### config.mk
export PLATFORM = sky130hd
export DESIGN_NAME = tdm_mux4
export DESIGN_NICKNAME = d
export VERILOG_FILES = /design/src/rtl/tdm_mux4.sv
export SDC_FILE = /design/constraint.sdc
export NUM_CORES = 1
export LEC_CHECK = 0
export CORE_ASPECT_RATIO = 1.1
export CORE_MARGIN = 3
export CORE_UTILIZATION = 33
export CTS_CLUSTER_SIZE = 30
export DETAILED_ROUTE_END_ITERATION = 8
export GPL_TIMING_DRIVEN = 0
export PLACE_DENSITY = 0.73
export SLEW_MARGIN = 20
export SYNTH_ARGS = -nofsm -noshare
export SYNTH_HDL_FRONTEND = slang
export SYNTH_SLANG_ARGS = --single-unit
### constraint.sdc
create_clock -name clk -period 1.98 [get_ports clk]
set_clock_uncertainty 0.15 [all_clocks]
set_input_delay 0.198 -clock clk [delete_from_list [all_inputs] [get_ports clk]]
set_output_delay 0.198 -clock clk [all_outputs]
set_load 0.1 [all_outputs]
### src/rtl/tdm_mux4.sv
// tdm_mux4: four valid/ready lanes arbitrated round-robin onto one registered output stream tagged with its source lane.
// Optional macro TDM_MUX_PARITY_EN adds out_parity, the XOR of out_data registered alongside it.
module tdm_mux4 #(
  parameter int WIDTH = 8
) (
  input  logic               clk,
  input  logic               rst_n,
  input  logic [3:0]         in_valid,
  input  logic [4*WIDTH-1:0] in_data,
  output logic [3:0]         in_ready,
  output logic               out_valid,
  output logic [1:0]         out_sel,
  output logic [WIDTH-1:0]   out_data,
`ifdef TDM_MUX_PARITY_EN
  output logic               out_parity,
`endif
  input  logic               out_ready
);

  typedef enum logic {
    EMPTY = 1'b0,
    FULL  = 1'b1
  } state_t;

  state_t     state;
  state_t     state_next;
  logic [1:0] rr_ptr;
  logic       grant_any;
  logic [1:0] grant_idx;
  logic       can_load;
  logic       load;

  // Walk from the highest offset down so the lane nearest rr_ptr wins.
  always_comb begin
    grant_any = 1'b0;
    grant_idx = rr_ptr;
    for (int k = 3; k >= 0; k--) begin
      if (in_valid[rr_ptr + 2'(k)]) begin
        grant_any = 1'b1;
        grant_idx = rr_ptr + 2'(k);
      end
    end
  end

  assign can_load = (state == EMPTY) || out_ready;
  // rst_n gating keeps in_ready low while reset is held, even with lanes pending.
  assign load     = can_load && grant_any && rst_n;

  always_comb begin
    in_ready   = 4'b0000;
    state_next = state;
    if (load) begin
      in_ready[grant_idx] = 1'b1;
      state_next          = FULL;
    end else if ((state == FULL) && out_ready) begin
      state_next = EMPTY;
    end
  end

  always_ff @(posedge clk or negedge rst_n) begin
    if (!rst_n) begin
      state <= EMPTY;
    end else begin
      state <= state_next;
    end
  end

  always_ff @(posedge clk or negedge rst_n) begin
    if (!rst_n) begin
      out_sel  <= 2'd0;
      out_data <= '0;
      rr_ptr   <= 2'd0;
`ifdef TDM_MUX_PARITY_EN
      out_parity <= 1'b0;
`endif
    end else if (load) begin
      out_sel  <= grant_idx;
      out_data <= in_data[grant_idx*WIDTH +: WIDTH];
      rr_ptr   <= grant_idx + 2'd1;
`ifdef TDM_MUX_PARITY_EN
      out_parity <= ^in_data[grant_idx*WIDTH +: WIDTH];
`endif
    end
  end

  assign out_valid = (state == FULL);

endmodule
=== Yosys cells after proc, flatten, opt, wreduce, memory -nomap -nowiden ===
Index checks and enable logic that the tools add are counted.

* Equality and inequality tests: 0
* Div/mod/pow operators: 0
* $add $sub $neg: 4
* Reductions and logical operators: 6
* Multiplexer cells: 21
* $lt $le $gt $ge: 6
* Bitwise gates (word level): 1
* Multiply operators: 0
* Shift-type cells: 1

{| class="wikitable"
|+ Operators with widths
! operator !! number
|-
| $shiftx A32 B6 Y8 || 1
|-
| $lt A2 B3 Y1 const B || 5
|-
| $mux W1 || 11
|-
| $bmux W1 S2 || 4
|-
| $mux W2 || 4
|-
| $add A2 B1 Y2 const B || 2
|-
| $add A2 B2 Y2 const B || 2
|-
| $logic_and A1 B1 Y1 || 4
|-
| $mux W4 || 1
|-
| $demux W1 S2 || 1
|-
| $ge A2 B1 Y1 const B || 1
|-
| $reduce_bool A2 Y1 || 1
|-
| $logic_or A1 B1 Y1 || 1
|-
| $not A1 Y1 || 1
|}

* Bits of input ports: 39
* RAM bits: 0
* Bits in latches: 0
* Output and inout port bits: 15
* Memories: 0
* Memory bits (read-only): 0
* Register bits after elaboration: 13

=== Logic depth before layout (Yosys ltp) ===
Gate-level depths: netlist of run 1.

* Word-level depth: 12
* Depth in mapped cells: 6
* Depth with buffers taken out: 5

=== Worst setup path before layout of run 1 ===
OpenSTA, ideal clock, no wires.

* Path type: register to output
* Start: register state (netlist: out_valid)
* End: output port in_ready[1]
* Path buffers: 1
* Arrival time: 2919 ps
* Data required time: 1632 ps
* Cell stages (with the launch flop): 5
* Setup slack: -1287 ps
* Path through: dfrtp_1 -> a21oi_1 -> clkbuf_1 -> nand2_1 -> nor2_1

* Cells in the longest elaborated chain, start to end: 5

{| class="wikitable"
|+ Ends and longest elaborated chain
! what !! line !! RTL
|-
| start, declared || 25 || <nowiki>state_t state;</nowiki>
|-
| start signal, assigned || 64 || <nowiki>state <= state_next;</nowiki>
|-
| $not A1 Y1 || 45 || <nowiki>assign can_load = (state == EMPTY) || out_ready;</nowiki>
|-
| $logic_or A1 B1 Y1 || 45 ||
|-
| $logic_and A1 B1 Y1 (2 in a row) || 47 || <nowiki>assign load = can_load && grant_any && rst_n;</nowiki>
|-
| $mux W4 || 52 || <nowiki>if (load) begin</nowiki>
|-
| end, declared || 10 || <nowiki>output logic [3:0] in_ready,</nowiki>
|}

Every way passes these cells.

=== Final worst setup path of run 1 ===
* Start: register rr_ptr[1]
* End: output port in_ready[3]

* Cells in the longest elaborated chain, start to end: 12

{| class="wikitable"
|+ Ends and longest elaborated chain
! what !! line !! RTL
|-
| start, declared || 27 || <nowiki>logic [1:0] rr_ptr;</nowiki>
|-
| start signal, assigned || 79 || <nowiki>rr_ptr <= grant_idx + 2'd1;</nowiki>
|-
| $add A2 B2 Y2 || 38, 40 ||
|-
| $bmux W1 S2 || 38 || <nowiki>if (in_valid[rr_ptr + 2'(k)]) begin</nowiki>
|-
| $mux W1 (not written as such) || 38 ||
|-
| $mux W2 (4 in a row) || 38 ||
|-
| $lt A2 B3 Y1 (not written as such) or $ge A2 B1 Y1 (tied branches) || 53 || <nowiki>in_ready[grant_idx] = 1'b1;</nowiki>
|-
| $logic_and A1 B1 Y1 (not written as such) || 53 ||
|-
| $mux W1 (not written as such) || 53 ||
|-
| $demux W1 S2 || 53 ||
|-
| $mux W4 (*) || 52 ||
|}

Every way passes the cells marked *; elsewhere a longest branch is shown, timed or not. The select of a mux whose other input is x is not followed.

==> flow_summary.json, run 1 <==
{
  "layout-drive-gt1-share_pct": 27.3,
  "status": "complete, but fails checks",
  "timing.critical_path.to_type": "primary output",
  "synth.cell_area_um2": 895,
  "power_density_nw_per_um2": 1390,
  "cp_num_cells": 6,
  "cts.clk_slew.worst_paths_ns": 0.09,
  "grt_antenna_before_repair": 0,
  "worst-slew-pin-transition_ns": 0.979,
  "grt_setup_unrepaired": "yes",
  "final.setup.tns_ns": -1.75,
  "grt_pass1_wl_mm": 5.18,
  "min_path_type": "in -> reg",
  "hold_violations": 0,
  "combPwrFrac_pct": 74.2,
  "post_synth_mux_area_share_pct": 10.1,
  "r2r_end": "out_data[5]$_DFFE_PN0P_",
  "cp_data_required_time_ns": 1.63,
  "arrival_ns": 1.89,
  "maxCapViolations": 0,
  "worstSetupStartpointType": "flop",
  "avgViaCountPerCell": 5.33,
  "detailed_place_hpwl_mm": 2.15,
  "drt_wl_total_mm": 3.10,
  "initial_core_utilization_pct": 35.2,
  "numClockSinks": 13,
  "worst_setup_path_startpoint": "rr_ptr[1]$_DFFE_PN0P_",
  "buffers_on_ports": 53,
  "netSwitchingFraction_pct": 56.7,
  "fmax_ghz": 0.448,
  "insertedDiodeCount": 0,
  "cts-buffers-inserted": 3,
  "period_share_pct": 113,
  "synth_top_family_by_area": "compound AO/OA/AOI/OAI gates",
  "synth_fa_ha_area_share_pct": 0,
  "leakage_nw": 0.735,
  "total_power_mw": 2.43,
  "route.vias.total": 1045,
  "worst_path_largest_cell_delay_ns": 0.44,
  "timing.critical_path.fanout_max": 5,
  "max-clock-path-buffers": 2,
  "sequentialPowerShare_pct": 18.7,
  "number_of_instances_in_the_synthesized_netlist": 94,
  "io-pin-count": 54,
  "ys_ff_latch": 13,
  "syn_to_final_growth_pct": 95.5,
  "die_area_um2": 3370,
  "report.final.setup_viol": 12,
  "fin_crit_ns": 2.23,
  "core_area_um2": 2540,
  "globalRoute.totalOverflow": 0,
  "worst_skew_pair.late_latency_ns": 0.28,
  "routabilityCongestion": 0.693,
  "grt_max_degree": 14,
  "drtAntennaViolNets": 0,
  "internal_power_mw": 1.05,
  "syn_avg_cell_area_um2": 9.52,
  "detail_route.first_pass.iterations": 4,
  "crit_buf_inv": 2,
  "floorplan.rows": 19,
  "power.share.clock_pct": 7.1,
  "finalWorstSetupSlack_ns": -0.253,
  "ys_seq_area_share_pct": 36.4,
  "yosys.area_share.simple_pct": 15.8,
  "timing.critical_path.to": "in_ready[3]",
  "die_h_um": 60.6,
  "report.final.slew_viol_count": 0,
  "finish.net_count": 205,
  "cts_tree": "yes",
  "grt_pass1_vias": 1116,
  "reg2reg_slack_ns": -0.11,
  "drc": 0,
  "routed_wire_length_per_instance_um": 15.8,
  "mappedNetlistNets": 133,
  "synth_compound_area_share_pct": 28.5,
  "grt_util_overall_pct": 20.0,
  "rr_worst_depth": 7,
  "total_switching_power_mw": 1.38,
  "timing.rr.start": "rr_ptr[1]$_DFFE_PN0P_",
  "fp.dieW_um": 55.6,
  "cts.root.buffer_cell": "sky130_fd_sc_hd__clkbuf_4",
  "synth_xor_xnor_area_share_pct": 0.979,
  "number_of_unique_standard_cell_types_used_by_synthesis": 26,
  "dr.first_iter.drc_count": 15,
  "synth-warning-count": 0,
  "violations": "setup timing",
  "critical_path.cell_chain": "nor3b_1 > or4_1 > o21a_1 > buf_6 > and3_4 > buf_12",
  "cts-htree-levels": 1,
  "ir_drop_mv": 1.14,
  "slowest_stage_cell_cp": "sky130_fd_sc_hd__dfrtp_2",
  "worst_slew_margin_relative_to_its_limit_pct": 35.0,
  "critical_path.top_delay_family": "simple AND/OR/NAND/NOR gates",
  "timing_worst_setup_path_type": "reg -> out"
}
-- per-layer routing --
| layer | GRT usage, % | share of wire (%) |
|---|---|---|
| met5 | 0 | 0 |
| met4 | 7.99 | 2.1 |
| met3 | 7.02 | 8.6 |
| met2 | 36.3 | 50 |
| met1 | 21.6 | 39 |
-- flip-flops by register name, indices dropped and copies added, names as in the netlist --
name       flops
out_data       8
out_sel        2
rr_ptr         2
out_valid      1
-- power groups by stage --
stage / Combinational (mW) / Sequential, mW / Clock (mW)
floorplan: 0.544 / 1.14 / 0
global placement: 1.61 / 0.460 / 0
detailed placement: 1.62 / 0.460 / 0
CTS: 1.75 / 0.452 / 0.173
global route: 1.88 / 0.465 / 0.189
finish: 1.80 / 0.453 / 0.172
-- worst min-delay path by stage --
stage / from / to / slack [ns] / cells past startpoint
3_5_place_dp: out_sel[1]$_DFFE_PN0P_ / out_sel[1]$_DFFE_PN0P_ / 0.38 / 2
2_1_floorplan: rst_n / out_data[0]$_DFFE_PN0P_ / -0.25 / 0
3_3_place_gp: out_sel[1]$_DFFE_PN0P_ / out_sel[1]$_DFFE_PN0P_ / 0.38 / 2
5_1_grt: rst_n / out_valid$_DFFE_PN0P_ / 0.21 / 3
6_report: rst_n / out_valid$_DFFE_PN0P_ / 0.20 / 3
4_1_cts: rst_n / out_valid$_DFFE_PN0P_ / 0.19 / 3
-- what timing repair did --
action / CTS / global route
gates resized for setup: 64 / 5
pin swaps: 5 / 8
hold buffers: 1 / 0
setup buffers: 13 / 2
setup endpoints to repair: 27 / 13
endpoints found under the hold margin: 13 / 0
-- synth_stat cells --
cell type                    n  area [um^2]
sky130_fd_sc_hd__o21a_1      2         15.0
sky130_fd_sc_hd__nor3b_1     2         15.0
sky130_fd_sc_hd__buf_4       1         7.51
sky130_fd_sc_hd__nand3_1     8         40.0
sky130_fd_sc_hd__o41ai_1     1         8.76
sky130_fd_sc_hd__clkbuf_1    2         7.51
sky130_fd_sc_hd__o21ai_2     1         8.76
sky130_fd_sc_hd__o2111ai_1   8         70.1
sky130_fd_sc_hd__a21oi_1     3         15.0
sky130_fd_sc_hd__or4_1       1         7.51
sky130_fd_sc_hd__nand2b_1    2         12.5
sky130_fd_sc_hd__mux2_1      8         90.1
sky130_fd_sc_hd__xnor2_1     1         8.76
sky130_fd_sc_hd__nor2_1      5         18.8
sky130_fd_sc_hd__o221a_1     8         90.1
sky130_fd_sc_hd__o21ai_0     3         15.0
sky130_fd_sc_hd__inv_1      13         48.8
sky130_fd_sc_hd__and2_1      1         6.26
sky130_fd_sc_hd__nand2_1     3         11.3
sky130_fd_sc_hd__nor2b_1     2         12.5
sky130_fd_sc_hd__nand2_4     1         11.3
sky130_fd_sc_hd__a221oi_4    1         26.3
sky130_fd_sc_hd__dfrtp_1    13          325
sky130_fd_sc_hd__o22ai_1     1         6.26
sky130_fd_sc_hd__and3_1      1         6.26
sky130_fd_sc_hd__buf_2       2         10.0
-- stage by stage --
stage          util [%]  setup WS, ns  hold WS [ns]  std cells  instance area, um^2
2_1_floorplan         -        -0.254        -0.248         94                  963
3_3_place_gp       60.3         -1.72         0.375        178                 1530
3_5_place_dp       60.3         -1.76         0.385        178                 1530
4_1_cts            67.6        -0.241         0.192        195                 1720
5_1_grt            68.8        -0.318         0.211        196                 1750
6_report           68.8        -0.253         0.196        196                 1750
-- cells by family (layout without fill, tap and decap cells) --
logic type	count (synthesis)	in the layout
and+or+nand+nor	26	26
buffers and inverters	18	89
xor gates and xnor gates	1	1
DFF	13	13
AOI/OAI and AO/OA	28	28
muxes	8	8
-- final cells by class --
| cell class | instances | area (um^2) |
|---|---|---|
| Tap cell | 31 | 38.8 |
| Buffer | 3 | 20.0 |
| Inverter | 13 | 48.8 |
| Timing Repair Buffer | 69 | 678 |
| Multi-Input combinational cell | 63 | 608 |
| Sequential cell | 13 | 329 |
| Fill cell | 203 | 795 |
| Clock buffer | 4 | 26.3 |
-- placed cells by master, fill, tap and decap left out, types with 2 or more instances in the layout --
cell / netlist / routed
sky130_fd_sc_hd__a21oi_1: 3 / 2
sky130_fd_sc_hd__o21a_1: 2 / 2
sky130_fd_sc_hd__o221a_1: 8 / 8
sky130_fd_sc_hd__nor2_4: 0 / 3
sky130_fd_sc_hd__nor2_1: 5 / 2
sky130_fd_sc_hd__clkbuf_4: 0 / 3
sky130_fd_sc_hd__nand3_1: 8 / 8
sky130_fd_sc_hd__o21ai_0: 3 / 3
sky130_fd_sc_hd__dfrtp_2: 0 / 3
sky130_fd_sc_hd__nand2_4: 1 / 2
sky130_fd_sc_hd__buf_4: 1 / 14
sky130_fd_sc_hd__dfrtp_1: 13 / 10
sky130_fd_sc_hd__dlygate4sd2_1: 0 / 15
sky130_fd_sc_hd__o2111ai_1: 8 / 8
sky130_fd_sc_hd__buf_6: 0 / 2
sky130_fd_sc_hd__inv_1: 13 / 13
sky130_fd_sc_hd__mux2_1: 8 / 8
sky130_fd_sc_hd__buf_12: 0 / 4
sky130_fd_sc_hd__clkbuf_1: 2 / 2
sky130_fd_sc_hd__clkdlybuf4s50_1: 0 / 33
-- worst min-delay path, cell delays in order --
cell,delay [ns]
sky130_fd_sc_hd__clkdlybuf4s18_2,0.23
sky130_fd_sc_hd__o41ai_4,0.08
sky130_fd_sc_hd__o21ai_0,0.08
Note: power is estimated with default switching activity, not from simulation.
==> run 2, diff against run 1 <==
Settings changed: TNS_END_PERCENT set to 10.
==> run 2 against run 1 <==
The run still ends with setup timing left. Critical path type unchanged. Clock-buffer cell count unchanged. Maximum frequency is 1.1% lower. Flip-flop and latch count unchanged. Combinational power hardly changed. Largest power group unchanged. Routed wire length fell by 1.7%. Non-clock buffer count down 2. Sequential power about the same.
==> flow_summary.json, run 2 (synthesis gave the netlist of run 1 again) <==
{
  "cts_tree": "yes",
  "total_power_mw": 2.39,
  "route.vias.total": 1007,
  "cp_num_cells": 6,
  "max_ffs_per_register": 8,
  "dr.first_iter.drc_count": 15,
  "worst_skew_pair.late_latency_ns": 0.29,
  "min_path_type": "in -> reg",
  "cts.root.buffer_cell": "sky130_fd_sc_hd__clkbuf_4",
  "layout-drive-gt1-share_pct": 25.8,
  "cts-buffers-inserted": 3,
  "total_switching_power_mw": 1.36,
  "cts-htree-levels": 1,
  "worst_slew_margin_relative_to_its_limit_pct": 36.0,
  "die_h_um": 60.6,
  "finish.net_count": 203,
  "timing.critical_path.fanout_max": 5,
  "mostFrequentLayoutCell": "sky130_fd_sc_hd__clkdlybuf4s50_1",
  "drc": 0,
  "hold_path_cells": 3,
  "buffers_on_ports": 53,
  "avgViaCountPerCell": 5.19,
  "combPwrFrac_pct": 73.9,
  "hold-worst-slack_ns": 0.196,
  "largest_registers": "out_data (8), out_sel (2), rr_ptr (2)",
  "pre_cts_ws_ns": -1.80,
  "crit_buf_inv": 2,
  "drt_wl_total_mm": 3.05,
  "grt_antenna_before_repair": 0,
  "fp.dieW_um": 55.6,
  "numClockSinks": 13,
  "critical_path.cell_chain": "nor3b_1 > or4_1 > o21a_1 > buf_6 > and3_4 > buf_12",
  "report.final.slew_viol_count": 0,
  "routed_wire_length_per_instance_um": 15.7,
  "die_area_um2": 3370,
  "drtAntennaViolNets": 0,
  "sequentialPowerShare_pct": 19.0,
  "detailed_place_hpwl_mm": 2.17,
  "cts.clk_slew.worst_paths_ns": 0.08,
  "insertedDiodeCount": 0,
  "grt_pass1_wl_mm": 4.95,
  "rr_worst_depth": 8,
  "registers.top_by_ff_count": "out_data",
  "grt_setup_unrepaired": "yes",
  "syn_to_final_growth_pct": 93.7,
  "netSwitchingFraction_pct": 56.9,
  "initial_core_utilization_pct": 35.2,
  "slowest_stage_cell_cp": "sky130_fd_sc_hd__dfrtp_2",
  "finish.cell_count_without_fillers": 194,
  "internal_power_mw": 1.03,
  "dp_cells": 178,
  "worst_path_largest_cell_delay_ns": 0.45,
  "globalRoute.totalOverflow": 0,
  "final.setup.tns_ns": -2.04,
  "worstSetupStartpointType": "flop",
  "fin_crit_ns": 2.26,
  "grt_max_degree": 14,
  "maxCapViolations": 0,
  "timing_worst_setup_path_type": "reg -> out",
  "fmax_ghz": 0.443,
  "cp_data_required_time_ns": 1.63,
  "io-pin-count": 54,
  "grt_pass1_vias": 1033,
  "finalWorstSetupSlack_ns": -0.278,
  "worst-slew-pin-transition_ns": 0.964,
  "critical_path.top_delay_family": "simple AND/OR/NAND/NOR gates",
  "grt_util_overall_pct": 19.8,
  "timing.critical_path.to_type": "primary output",
  "violations": "setup timing",
  "arrival_ns": 1.91,
  "hold_violations": 0,
  "ir_drop_mv": 1.03,
  "max-clock-path-buffers": 2,
  "routabilityCongestion": 0.752,
  "status": "complete, but fails checks",
  "leakage_nw": 0.723,
  "period_share_pct": 114,
  "core_area_um2": 2540,
  "mostFrequentLayoutCells": "sky130_fd_sc_hd__clkdlybuf4s50_1 (34), sky130_fd_sc_hd__dlygate4sd2_1 (14), sky130_fd_sc_hd__inv_1 (13), sky130_fd_sc_hd__dfrtp_1 (11), sky130_fd_sc_hd__buf_4 (10)",
  "filler_cell_count": 223,
  "floorplan.rows": 19,
  "report.final.setup_viol": 12,
  "power_density_nw_per_um2": 1380,
  "power.share.clock_pct": 7.1,
  "detail_route.first_pass.iterations": 4
}
run 2: cell count changes in the layout (fill, tap and decap cells not counted), sizes merged:
cell and change:
clkdlybuf4s50 +1, clkdlybuf4s18 -1, dlygate4sd2 -1, clkdlybuf4s15 +1, buf -2
run 2: power by group through the flow:
stage | clock network [mW] | registers (mW) | logic, mW
floorplan | 0 | 1.14 | 0.531
global placement | 0 | 0.460 | 1.59
detailed placement | 0 | 0.465 | 1.60
CTS | 0.173 | 0.450 | 1.73
global route | 0.195 | 0.470 | 1.85
finish | 0.170 | 0.454 | 1.77
run 2: final cells by class:
cell class / count / area (um^2) / share of cell area (%)
multi-input combinational: 63 / 598 / 34.5
timing repair buffer: 66 / 662 / 38.2
buffer: 4 / 31.3 / 1.81
tap: 31 / 38.8 / 2.24
clock buffer: 4 / 26.3 / 1.52
sequential: 13 / 328 / 18.9
inverter: 13 / 48.8 / 2.82
run 2: what timing repair did:
item | 4_1_cts | 5_1_grt
endpoints found under the hold margin | 13 | 0
hold buffers | 1 | 0
resized for setup | 63 | 7
buffers inserted | 12 | 0
endpoints found under the setup margin | 27 | 13
pin swaps | 4 | 7
cloned | 0 | 0
run 2: worst paths after layout:
check,startpoint,endpoint,slack (ns)
max reg2reg,rr_ptr[1]$_DFFE_PN0P_,out_data[6]$_DFFE_PN0P_,-0.14
min reg2reg,out_sel[0]$_DFFE_PN0P_,out_sel[0]$_DFFE_PN0P_,0.40
max,rr_ptr[1]$_DFFE_PN0P_,in_ready[3],-0.28
min,rst_n,out_valid$_DFFE_PN0P_,0.20
max in group asynchronous,rst_n,out_valid$_DFFE_PN0P_,0.75
min in group asynchronous,rst_n,out_sel[1]$_DFFE_PN0P_,0.48
run 2: routing by layer:
| layer | part of all wire (%) | track usage, % | up-vias |
|---|---|---|---|
| met5 | 0 | 0 | - |
| met2 | 54 | 35.0 | 29 |
| met3 | 6.3 | 6.17 | 4 |
| met4 | 2.1 | 11.8 | 0 |
| li1 | - | - | 495 |
| met1 | 37 | 21.3 | 479 |
run 2: worst min-delay path, delay by kind of cell:
kind / cells / cell delay, ns
buffers and inverters: 1 / 0.22
AO/OA/AOI/OAI: 2 / 0.18
run 2: metrics by stage:
stage | cell area [um^2] | util, %
6_report | 1730 | 68.1
5_1_grt | 1730 | 68.1
4_1_cts | 1700 | 66.9
2_1_floorplan | 950 | -
3_3_place_gp | 1520 | 59.7
3_5_place_dp | 1520 | 59.7
